**config.mk**
```make
export PLATFORM = sky130hd
export DESIGN_NAME = seq_det_sched
export DESIGN_NICKNAME = d
export VERILOG_FILES = /design/src/rtl/seq_det_sched.sv
export SDC_FILE = /design/constraint.sdc
export NUM_CORES = 1
export LEC_CHECK = 0
export BUFFER_PORTS_ARGS = -buffer_cell sky130_fd_sc_hd__buf_2
export CAP_MARGIN = 20
export CORE_MARGIN = 2
export CORE_UTILIZATION = 55
export DETAILED_ROUTE_END_ITERATION = 10
export GPL_ROUTABILITY_DRIVEN = 0
export PLACE_DENSITY = 0.91
export RECOVER_POWER = 50
export SKIP_CTS_REPAIR_TIMING = 1
export SYNTH_ARGS = -nofsm -noshare
export SYNTH_HDL_FRONTEND = slang
export SYNTH_SLANG_ARGS = --single-unit
```
**constraint.sdc**
```tcl
create_clock -name clk -period 3.3 [get_ports clk]
set_clock_uncertainty 0.1 [all_clocks]
set_input_delay 0.33 -clock clk [delete_from_list [all_inputs] [get_ports clk]]
set_output_delay 0.33 -clock clk [all_outputs]
set_load 0.05 [all_outputs]
```
**src/rtl/seq_det_sched.sv**
```systemverilog
// seq_det_sched: round-robin time-shared 1100111 detector for 4 serial channels.
// Define SEQ_DET_SCHED_OVERLAP_EN to let a completed match seed the next one.
module seq_det_sched (
    input  logic        clk,
    input  logic        rst,
    input  logic [3:0]  in_valid,
    input  logic [3:0]  in_bit,
    output logic [3:0]  in_ready,
    input  logic [3:0]  clr,
    output logic [3:0]  hit,
    output logic [15:0] hit_total
);
    logic [2:0] ctx [4];
    logic [1:0] p, g;
    logic       gv;
    logic [3:0] elig;
    logic [2:0] nk;

    function automatic logic [2:0] next_k(input logic [2:0] k, input logic b);
        case (k)
            3'd0: next_k = b ? 3'd1 : 3'd0;
            3'd1: next_k = b ? 3'd2 : 3'd0;
            3'd2: next_k = b ? 3'd2 : 3'd3;
            3'd3: next_k = b ? 3'd1 : 3'd4;
            3'd4: next_k = b ? 3'd5 : 3'd0;
            3'd5: next_k = b ? 3'd6 : 3'd0;
            3'd6: next_k = b ? 3'd7 : 3'd3;
`ifdef SEQ_DET_SCHED_OVERLAP_EN
            default: next_k = b ? 3'd2 : 3'd3;
`else
            default: next_k = b ? 3'd1 : 3'd0;
`endif
        endcase
    endfunction

    // scan offsets high to low so the closest eligible channel after p wins
    always_comb begin
        elig = rst ? 4'b0000 : in_valid & ~clr;
        g = p;
        gv = 1'b0;
        for (int i = 3; i >= 0; i--)
            if (elig[p + 2'(i)]) begin
                g = p + 2'(i);
                gv = 1'b1;
            end
        in_ready = gv ? 4'b0001 << g : 4'b0000;
        nk = next_k(ctx[g], in_bit[g]);
    end

    always_ff @(posedge clk) begin
        if (rst) begin
            for (int c = 0; c < 4; c++) ctx[c] <= 3'd0;
            p <= 2'd0;
            hit <= 4'b0000;
            hit_total <= 16'd0;
        end else begin
            for (int c = 0; c < 4; c++)
                if (clr[c]) ctx[c] <= 3'd0;
                else if (gv && g == 2'(c)) ctx[c] <= nk;
            p <= gv ? g + 2'd1 : p;
            hit <= (gv && nk == 3'd7) ? in_ready : 4'b0000;
            if (gv && nk == 3'd7 && hit_total != 16'hFFFF) hit_total <= hit_total + 16'd1;
        end
    end
endmodule

```
==> run_results.csv <==
group,metric,value,unit
final_layout,final_cell_count_no_fill,327,
clocking,clk_latency,0.29,ns
setup_path,crit_type,"reg -> reg",
yosys,syn_area,2060,um^2
setup_path,slowest_delay,0.51,ns
sta,clock.fmax,0.325,GHz
setup_path,worstSetupStartpointType,"flop",
clocking,cts_root_buf,"clkbuf_8",
power,peakVddDrop,297,uV
global_route,grt_max_degree,27,
sta,finalCriticalPeriod,3.07,ns
run_status,outcome,"completed",
power,power_frac_clock,32.8,%
final_layout,n_antenna_cell,0,
drt,drt_wl_total,4.79,mm
power,p_seq_share,39.9,%
power,p_switching,370,uW
clocking,cts_sinks,34,
final_layout,multiInputGateArea,1150,um^2
setup_path,slowest_stage,"or4_1",
drt,drt_iter0_drc,152,
power,powerDensity,478,nW/um^2
job,max-cap-violations,0,
setup_path,cp.arrival,3.20,ns
sta,finalSetupViolations,0,
yosys,ys_seq_elements,34,
place,hpwl,3.50,mm
yosys,synth_cell_type_count,42,
drt,wl_per_cell,14.6,um
global_route,grt_pass1_vias,1790,
final_layout,syn_to_final_growth,17.8,%
sta,rsz0062_at_grt,"false",
sta,slew_headroom,59.7,%
final_layout,nFillCells,326,
drt,vias,1997,
setup_path,regToRegSetupSlack,0.23,ns
drt,drt.antenna.violating_nets,0,
sta,fin_setup_tns,0,ns
drt,vias_per_cell,6.11,
yosys,avgSynthCellArea,8.83,um^2
yosys,synthFlopType,"dfxtp_1",
sta,min_period_over_period,93.1,%
clocking,cts_buffer_depth,2,
sta,worst_slew_pin_slew,0.607,ns
floorplan,core-area,3630,um^2
setup_path,required,3.42,ns
floorplan,start_util,56.6,%
power,pwr-share-comb,27.3,%
yosys,async_flop_share,0,%
setup_path,setup.worst_path.end_class,"flop",
global_route,antenna_found_initial,0,
place,dp.cells,319,
final_layout,regArea,801,um^2
yosys,synth-edff-count,12,
final_layout,nets,297,
global_route,gr-total-overflow,0,
floorplan,dieArea,4250,um^2
yosys,synth_warnings,0,
floorplan,chipHeight,65.2,um
global_route,grtUsageTotal,25.7,%
clocking,cts_tree,"built",
yosys,synth_cells,233,
setup_path,crit_path_cell_trace,"or3b_1 > a211o_1 > a21boi_1 > o32ai_4 > or3_1 > buf_4 > or4_1 > a21oi_1",
power,cellLeakagePower,0.920,nW
worst_hold_path,hp-class,"in -> reg",
yosys,yosysSeqAreaShare,38.9,%
setup_path,critPathMaxFanout,17,
power,p_int,788,uW
power,sw_frac_of_total,31.9,%
place,port_buffers,37,
clocking,path_clk_slew,0.07,ns
sta,hold_viol_final,0,
final_layout,layout-drive-gt1-share,16.1,%
clocking,cts.htree.levels,2,
setup_path,critical_path.top_delay_family,"simple AND/OR/NAND/NOR gates",
final_layout,final_core_util,66.7,%
global_route,grt_pass1_wl,8.39,mm
sta,holdWs,0.329,ns
drt,first_pass_iters,4,
clocking,numCtsBuffers,5,
sta,setup_ws,0.228,ns
sta,slew_viol_final,0,
setup_path,cp_num_buf_inv,1,
place,post-place-ws,0.0785,ns
floorplan,fp.dieW,65.2,um
floorplan,num_rows,22,
floorplan,ios,38,
drt,drc,0,
yosys,synthesis.nets,252,
==> layout make-up <==
| type | count | share of cell area [%] |
|---|---|---|
| clock buffers | 5 | 2.84 |
| clock inverters | 3 | 1.86 |
| inverters | 11 | 1.70 |
| multi-input cells | 176 | 47.4 |
| flip-flops and latches | 34 | 33.1 |
| well taps | 48 | 2.48 |
| repair buffers | 50 | 10.6 |
==> synth_stat cells, drive strengths merged, types with 2 or more instances <==
master | count | area share (%)
nor3b | 3 | 1.1
or3b | 3 | 1.3
nor2 | 12 | 2.2
nor2b | 4 | 1.2
clkbuf | 5 | 0.91
dfxtp | 22 | 21
a21oi | 18 | 4.4
ha | 5 | 3.0
edfxtp | 12 | 18
o31ai | 11 | 4.0
o32ai | 4 | 3.5
a21boi | 9 | 3.3
or4 | 11 | 4.0
inv | 11 | 2.0
buf | 7 | 2.3
o21ai | 2 | 0.49
o22ai | 4 | 1.2
and3 | 12 | 3.6
mux2 | 2 | 1.1
nand2 | 17 | 3.1
nand3 | 12 | 2.9
a31oi | 2 | 0.61
a211oi | 3 | 1.3
and2 | 3 | 0.91
nand2b | 3 | 0.91
o221ai | 2 | 0.85
nor3 | 17 | 4.1
or3 | 8 | 2.4
==> final timing paths <==
path,cells after the start,start,to
worst min-delay path,2,clr[1],ctx[1][1]
worst max-delay path,8,p[0],hit_total[15]
worst max register to register,8,p[0],hit_total[15]
worst min register to register,2,hit_total[10],hit_total[10]
==> cells in the final DEF (no fill, tap or decap), types with 11 or more instances in the layout <==
master / count
buf_2: 17
nor3_1: 17
inv_1: 11
or4_1: 11
a21oi_1: 18
clkbuf_1: 20
dfxtp_1: 22
edfxtp_1: 12
nor2_1: 12
buf_4: 13
nand3_1: 12
and3_1: 12
o31ai_1: 11
nand2_1: 17
==> per-layer routing <==
metal  wire, um  GRT usage, %
met5          0             0
met3        335          4.97
met1       2010          33.6
met4        170          8.85
met2       2270          42.9
==> through the flow <==
stage                     cell area, um^2  total power [mW]
after floorplan                      2060             0.693
after global placement               2330             0.772
after detailed placement             2330             0.779
after CTS                            2450              1.16
after global routing                 2420              1.22
final                                2420              1.16
==> cells by family after synthesis <==
family | count (synthesis) | synth area share (%)
compound gates | 59 | 21.6
fa+ha+maj | 5 | 3.04
buf+inv | 23 | 5.23
flops | 34 | 38.9
mux | 3 | 1.58
simple gates | 109 | 29.6
==> state kept, by name (all words and copies together) (netlist names) <==
signal,flops
ctx,12
hit,4
hit_total,16
p,2
==> power groups by stage <==
stage	sequential, mW	combinational (mW)	clock (mW)
2_1_floorplan	0.472	0.221	0
3_3_place_gp	0.470	0.302	0
3_5_place_dp	0.471	0.308	0
4_1_cts	0.462	0.313	0.384
5_1_grt	0.463	0.349	0.403
6_report	0.462	0.316	0.380
==> worst register-to-register path: stages, from the launching register on <==
cell	delay, ns
dfxtp_1	0.37
or3b_1	0.39
a211o_1	0.48
a21boi_1	0.30
o32ai_4	0.15
or3_1	0.38
buf_4	0.19
or4_1	0.51
a21oi_1	0.15
Note: power is estimated with default switching activity, not from simulation.
